<file path="config.mk">
export PLATFORM = sky130hd
export DESIGN_NAME = uart_rx_fifo
export DESIGN_NICKNAME = d
export VERILOG_FILES = /design/src/rtl/uart_rx_fifo.sv
export SDC_FILE = /design/constraint.sdc
export NUM_CORES = 1
export LEC_CHECK = 0
export CORE_MARGIN = 1.5
export CORE_UTILIZATION = 40
export DETAILED_ROUTE_END_ITERATION = 12
export PLACE_DENSITY = 0.67
export SLEW_MARGIN = 20
export SYNTH_ARGS = -nofsm -noshare
export SYNTH_HDL_FRONTEND = slang
export SYNTH_SLANG_ARGS = --single-unit
</file>
<file path="constraint.sdc">
create_clock -name clk_i -period 2.83 [get_ports clk_i]
set_input_delay 0.566 -clock clk_i [delete_from_list [all_inputs] [get_ports clk_i]]
set_output_delay 0.566 -clock clk_i [all_outputs]
set_load 0.01 [all_outputs]
</file>
<file path="src/rtl/uart_rx_fifo.sv">
// ---------------------------------------------------------------------------
// uart_rx_fifo
// Byte FIFO between uart_rx (upstream) and ram_rw (downstream) on sys_clk.
// It absorbs host bursts while ram_rw is busy. The read side is
// first-word-fall-through: the head entry is visible whenever it is valid.
//
// Ports
//   clk_i           sys_clk; all state changes on the rising edge
//   rst_i           synchronous active-high reset
//   fifo_flush_i    synchronous clear of contents; same effect as rst_i
//   fifo_wr_data_i  write data
//   fifo_wr_vld_i   write valid
//   fifo_wr_rdy_o   write ready; high when the FIFO is not full
//   fifo_rd_data_o  head entry; zero when the FIFO is empty
//   fifo_rd_vld_o   head valid; high when the FIFO is not empty
//   fifo_rd_rdy_i   read ready
//   fifo_level_o    current occupancy, 0..DEPTH
//   fifo_afull_o    high when level >= AFULL_THRESH
//   fifo_ovf_o      sticky flag: a write was attempted while full
// ---------------------------------------------------------------------------
module uart_rx_fifo #(
    parameter int DATA_WIDTH   = 8,
    parameter int DEPTH        = 16,
    parameter int AFULL_THRESH = 12
) (
    input  logic                       clk_i,
    input  logic                       rst_i,
    input  logic                       fifo_flush_i,
    input  logic [DATA_WIDTH-1:0]      fifo_wr_data_i,
    input  logic                       fifo_wr_vld_i,
    output logic                       fifo_wr_rdy_o,
    output logic [DATA_WIDTH-1:0]      fifo_rd_data_o,
    output logic                       fifo_rd_vld_o,
    input  logic                       fifo_rd_rdy_i,
    output logic [$clog2(DEPTH):0]     fifo_level_o,
    output logic                       fifo_afull_o,
    output logic                       fifo_ovf_o
);

    localparam int PW = $clog2(DEPTH);
    localparam int LW = PW + 1;
    localparam logic [LW-1:0] LVL_FULL  = LW'(DEPTH);
    localparam logic [LW-1:0] LVL_AFULL = LW'(AFULL_THRESH);
    localparam logic [LW-1:0] LVL_ONE   = LW'(1);
    localparam logic [PW-1:0] PTR_ONE   = PW'(1);

    logic [DATA_WIDTH-1:0] mem_q [DEPTH];

    logic [PW-1:0] wr_ptr_q, wr_ptr_d;
    logic [PW-1:0] rd_ptr_q, rd_ptr_d;
    logic [LW-1:0] level_q,  level_d;
    logic          ovf_q,    ovf_d;

    logic full_s;
    logic empty_s;
    logic wr_en_s;
    logic rd_en_s;

    // Status decoded from the registered level only, so wr_rdy never depends
    // on the read side within the same cycle.
    assign full_s  = (level_q == LVL_FULL);
    assign empty_s = (level_q == {LW{1'b0}});

    // A flush cycle discards any handshake; reset is handled in the register.
    assign wr_en_s = fifo_wr_vld_i & ~full_s  & ~fifo_flush_i & ~rst_i;
    assign rd_en_s = fifo_rd_rdy_i & ~empty_s & ~fifo_flush_i & ~rst_i;

    assign fifo_wr_rdy_o  = ~full_s;
    assign fifo_rd_vld_o  = ~empty_s;
    assign fifo_rd_data_o = empty_s ? {DATA_WIDTH{1'b0}} : mem_q[rd_ptr_q];
    assign fifo_level_o   = level_q;
    assign fifo_afull_o   = (level_q >= LVL_AFULL);
    assign fifo_ovf_o     = ovf_q;

    // Next-state for pointers, occupancy and the sticky overflow flag.
    always_comb begin
        wr_ptr_d = wr_ptr_q;
        rd_ptr_d = rd_ptr_q;
        level_d  = level_q;
        ovf_d    = ovf_q;
        if (fifo_flush_i) begin
            wr_ptr_d = {PW{1'b0}};
            rd_ptr_d = {PW{1'b0}};
            level_d  = {LW{1'b0}};
            ovf_d    = 1'b0;
        end else begin
            if (wr_en_s) begin
                wr_ptr_d = wr_ptr_q + PTR_ONE;
            end else begin
                wr_ptr_d = wr_ptr_q;
            end
            if (rd_en_s) begin
                rd_ptr_d = rd_ptr_q + PTR_ONE;
            end else begin
                rd_ptr_d = rd_ptr_q;
            end
            // Simultaneous write and read leave the level unchanged.
            case ({wr_en_s, rd_en_s})
                2'b10:   level_d = level_q + LVL_ONE;
                2'b01:   level_d = level_q - LVL_ONE;
                default: level_d = level_q;
            endcase
            if (fifo_wr_vld_i && full_s) begin
                ovf_d = 1'b1;
            end else begin
                ovf_d = ovf_q;
            end
        end
    end

    // Control state register with synchronous reset.
    always_ff @(posedge clk_i) begin
        if (rst_i) begin
            wr_ptr_q <= {PW{1'b0}};
            rd_ptr_q <= {PW{1'b0}};
            level_q  <= {LW{1'b0}};
            ovf_q    <= 1'b0;
        end else begin
            wr_ptr_q <= wr_ptr_d;
            rd_ptr_q <= rd_ptr_d;
            level_q  <= level_d;
            ovf_q    <= ovf_d;
        end
    end

    // Storage array; contents are deliberately left unreset.
    always_ff @(posedge clk_i) begin
        if (wr_en_s) begin
            mem_q[wr_ptr_q] <= fifo_wr_data_i;
        end
    end

endmodule

</file>
Yosys cells after proc, flatten, opt, wreduce, memory -nomap -nowiden
Memories as Yosys holds them, arrays and structs flattened. A register that Yosys moved wholly into a read port is not among the register bits.
Cells that the tools add are included.
Word-level totals
  register bits: 14
  bits in writable memories: 128
  bits of input ports: 13
  output and inout port bits: 17
  logic and storage cells: 33
  memories kept: 1
Cells by class
  $add $sub $neg: 4
  order comparisons: 1
  equality and inequality tests: 3
  muxes and demuxes: 6
  bitwise logic cells: 10
  reductions and logical operators: 4
Memory list
  mem_q: depth 16, width 8, rd ports 1, clocked after Yosys merged registers in 1, write ports 1, line 47  | logic [DATA_WIDTH-1:0] mem_q [DEPTH];
Operators by type and width (count)
  5-bit case mux with 2 select lines: 1
  4-bit by 1-bit adder with 4-bit output (second input constant): 2
  4-bit 2-to-1 mux: 2
  8-bit 2-to-1 mux: 1
  1-bit AND: 6
  5-bit by 1-bit adder with 5-bit output (second input constant): 1
  5-bit == test (second input constant): 1
  5-bit by 4-bit >= comparator with 1-bit output (second input constant): 1
  5-bit zero test: 1
  5-bit by 1-bit subtractor with 5-bit output (second input constant): 1
  1-bit NOT: 4
  2-bit by 1-bit == test with 1-bit output (second input constant): 1
  2-bit == test (second input constant): 1
  1-bit 2-to-1 mux: 2
  2-bit nonzero test: 1
  2-bit OR reduction: 1
  1-bit logical AND: 1

Depth between registers and ports, before layout
  depth in word-level cells: 7
  depth in mapped cells: 13
  depth with buffers taken out: 11

Least setup slack after synthesis
No wires, ideal clock.
  path type: input to register
  from: input port fifo_flush_i
  to: register level_q[4] (netlist: fifo_level_o[4])
  library setup time: 128 ps
  data arrival time: 2820 ps
  data required time: 2702 ps
  slack: -118 ps
  stages: 13
  path buffers: 2
  cell sequence: or2_1 clkbuf_1 a211oi_1 inv_1 ha_1 clkbuf_1 xor2_1 ha_1 o21a_1 o211ai_1 a211oi_1 o211ai_1 o31ai_1
Between the ends
  longest elaborated chain between the ends: 5
  elaborated cells between the ends (all ways): 10
  those cells by class: 2 x eq/ne; 1 x mux; 5 x bitwise; 2 x reduce/logical
RTL lines
  from (decl): line 28  | input logic fifo_flush_i,
  1-bit NOT: line 65, 66
  1-bit AND (on tied branches) (2 in series): line 66, 65
  2-bit by 1-bit == test with 1-bit output or 2-bit == test (tied branches): line 98  | case ({wr_en_s, rd_en_s})
  5-bit case mux with 2 select lines or 2-bit nonzero test (tied branches)
  to (signal assigned): line 116  | level_q <= {LW{1'b0}};
  to (signal assigned): line 121  | level_q <= level_d;
  to (decl): line 51  | logic [LW-1:0] level_q, level_d;
Parallel ways exist; a longest one is shown, timed or not.
A chain may end at the register's enable or synchronous reset.

==> results.sh <==
export IMPL_syn_num_nets=335
export IMPL_die_w_um=124
export IMPL_synth_avg_cell_area_um2=18.7
export IMPL_power_leakage_uw=0.00246
export IMPL_worst_endpoint_required_ns=2.26
export IMPL_relSlewSlack_pct=63.7
export IMPL_drt_iter0_markers=272
export IMPL_gr_usage_met3_pct=5.91
export IMPL_critical_path_arrival_ns=2.47
export IMPL_root_buffer="clkbuf_16"
export IMPL_cp_end_kind="output pin"
export IMPL_synthArstFlopShare_pct=0
export IMPL_use_met1_pct=21.4
export IMPL_cts_tree="built"
export IMPL_critPathKind="reg2out"
export IMPL_portBuffers=29
export IMPL_grt_first_pass_wirelength_um=19500
export IMPL_vias=3151
export IMPL_ctsHoldBuffers=0
export IMPL_drive_gt1_share_pct=34.1
export IMPL_endpoint="fifo_rd_data_o[2]"
export IMPL_ioPinCount=30
export IMPL_fin_crit_ns=3.04
export IMPL_place_hpwl_um=8110
export IMPL_crit_fanout=8
export IMPL_ys_types=35
export IMPL_ys_warnings_count=0
export IMPL_drt_vias_per_instance=5.35
export IMPL_status="finished, violations left"
export IMPL_die_area_mm2=0.0154
export IMPL_grt_max_degree=24
export IMPL_fill_cells=1164
export IMPL_ff2ff_setup_slack_ns=0.28
export IMPL_grt_ovfl_total=0
export IMPL_start_util_pct=40.7
export IMPL_rsz0062_at_grt="true"
export IMPL_wire_per_inst_um=21.8
export IMPL_postSynthCellCount=314
export IMPL_setup_ws_ns=-0.207
export IMPL_mappedNetlistArea_mm2=0.00587
export IMPL_r2r_start="fifo_level_o[0]"
export IMPL_finalMaxSlewViolations=0
export IMPL_synth_edf_count=128
export IMPL_grt_pass1_vias=3394
export IMPL_rows=44
export IMPL_cts_buffer_depth=2
export IMPL_worstSetupStartpointType="flip-flop"
export IMPL_wl_um=12800
export IMPL_timing_final_hold_violations=0
export IMPL_htreeDepth=4
export IMPL_ys_seq_area_share_pct=71.7
export IMPL_clock_skew_ns=0.00810
export IMPL_worstMarginPinSlew_ns=0.543
export IMPL_drcViolationCount=0
export IMPL_antenna_found_initial=0
export IMPL_clock_sinks=146
export IMPL_ir_drop_mv=0.385
export IMPL_cts_buffers=17
export IMPL_gr_usage_met2_pct=33.5
export IMPL_finish_net_count=417
export IMPL_setup_violations=8
export IMPL_power_density_mw_per_mm2=607
export IMPL_layoutNonFillerInstCount=589
export IMPL_clk_latency_ns=0.42
export IMPL_r2r_cells=11
export IMPL_dr_pass1_iters=4
export IMPL_core_mm2=0.0144
export IMPL_place_inst=551
export IMPL_grt_usage_pct=18.6
export IMPL_top_usage_layer="met2"
export IMPL_cap_violations=0
export IMPL_total_power_uw=4460
export IMPL_n_antenna_cell=0
export IMPL_hp_class="reg2reg"
export IMPL_clk_pin_slew_worst_paths_ns=0.06
export IMPL_min_period_over_period_pct=107
export IMPL_r2r_end="fifo_level_o[4]"
export IMPL_fmax_mhz=329
export IMPL_synth_seq_cells=146
export IMPL_place_congestion=0.828
export IMPL_area_growth_pct=25.4
export IMPL_die_y_um=124
export IMPL_antenna_left=0
export IMPL_synth_ff_type="edfxtp_1"
export IMPL_violations="setup timing"
how the worst min path moves through the flow:
stage | start | to | slack (ns) | cells past startpoint
finish | fifo_ovf_o | fifo_ovf_o | 0.49 | 2
global route | rd_ptr_q[1] | rd_ptr_q[1] | 0.53 | 2
CTS | fifo_ovf_o | fifo_ovf_o | 0.49 | 2
detailed placement | fifo_ovf_o | fifo_ovf_o | 0.47 | 2
global placement | fifo_ovf_o | fifo_ovf_o | 0.46 | 2
floorplan | rd_ptr_q[1] | flip-flop | 0.47 | 2
sequential cells by signal, indices dropped and copies added, names as in the netlist, named ones only:
register and cells:
mem_q 128, fifo_level_o 5, rd_ptr_q 4, wr_ptr_q 4
fifo_ovf_o 1
cells in the final DEF, fill, tap and decap left out, drive strengths merged, types with 2 or more instances in the layout:
| cell type | n |
|---|---|
| edfxtp | 128 |
| buf | 58 |
| mux4 | 40 |
| nor2 | 27 |
| clkdlybuf4s50 | 21 |
| clkbuf | 19 |
| dfxtp | 18 |
| nand2 | 14 |
| xor2 | 10 |
| ha | 8 |
| inv | 8 |
| and2 | 8 |
| clkinv | 5 |
| nor3 | 4 |
| a21oi | 4 |
| o21ai | 4 |
| a211oi | 3 |
| nand2b | 3 |
| o31ai | 2 |
| nand4 | 2 |
| o211ai | 2 |
| a31oi | 2 |
| clkinvlp | 2 |
routing by layer:
metal	vias up	share of wire (%)
met4	0	1.3
met2	99	54
met1	1628	39
met3	17	5.6
li1	1407	-
met5	-	0
cells in the mapped netlist (all sizes together), types with 2 or more instances:
library cell | n | area, µm²
a211oi | 3 | 27.5
clkbuf | 9 | 33.8
ha | 8 | 100
mux4 | 40 | 901
nand2 | 14 | 52.6
o21ai | 4 | 20.0
inv | 6 | 22.5
nand2b | 3 | 18.8
o31ai | 2 | 15.0
nand4 | 2 | 12.5
nor2 | 27 | 101
nor3 | 4 | 20.0
a21oi | 4 | 20.0
edfxtp | 128 | 3840
dfxtp | 18 | 360
o211ai | 2 | 15.0
a31oi | 2 | 12.5
buf | 8 | 48.8
xor2 | 10 | 87.6
and2 | 8 | 50.1
worst max-delay path, cell delays in order, from the launching register on:
cell and delay [ns]:
dfxtp_4 0.39, buf_12 0.12, buf_12 0.09, buf_12 0.12
mux4_2 0.51, mux4_2 0.52, and2_4 0.19, buf_6 0.11
where the power goes:
part           total, µW  switching [µW]  internal (µW)
Clock               2010             822           1180
Sequential          2350            3.78           2350
Combinational        107            58.8           48.1
Total               4460             885           3580
cell type report:
cell class / count / area [µm²] / share of cell area (%)
Sequential cell: 146 / 4210 / 57.2
Multi-Input combinational cell: 145 / 1590 / 21.7
Timing Repair Buffer: 80 / 781 / 10.6
Clock buffer: 18 / 429 / 5.84
Tap cell: 184 / 230 / 3.13
Clock inverter: 10 / 90.1 / 1.22
Inverter: 6 / 22.5 / 0.306
cell families after synthesis:
group | synth area share (%)
and+or+nand+nor | 5.42
adders and majority gates | 1.71
buffers and inverters | 1.79
AOI/OAI and AO/OA | 2.26
muxes | 15.5
xor gates and xnor gates | 1.64
DFF | 71.7
timing repair:
| item | 4_1_cts | 5_1_grt |
|---|---|---|
| cloned | 3 | 0 |
| pin swaps | 3 | 2 |
| hold endpoints to repair | 0 | 0 |
| gates resized for setup | 48 | 6 |
| setup endpoints to repair | 9 | 10 |
| buffers inserted | 8 | 4 |
metrics by stage:
step / cell area [µm²] / setup TNS, ns / hold slack, ns / setup WS [ns] / utilization (%)
4_1_cts: 7400 / -1.41 / 0.486 / -0.237 / 51.3
3_5_place_dp: 6670 / -0.689 / 0.474 / -0.255 / 46.2
6_report: 7350 / -0.986 / 0.486 / -0.207 / 51.0
5_1_grt: 7350 / -1.71 / 0.528 / -0.300 / 51.0
3_3_place_gp: 6670 / -0.255 / 0.460 / -0.120 / 46.2
2_1_floorplan: 5870 / 0 / 0.470 / 0.0411 / -
(Power assumes the default switching activity.)
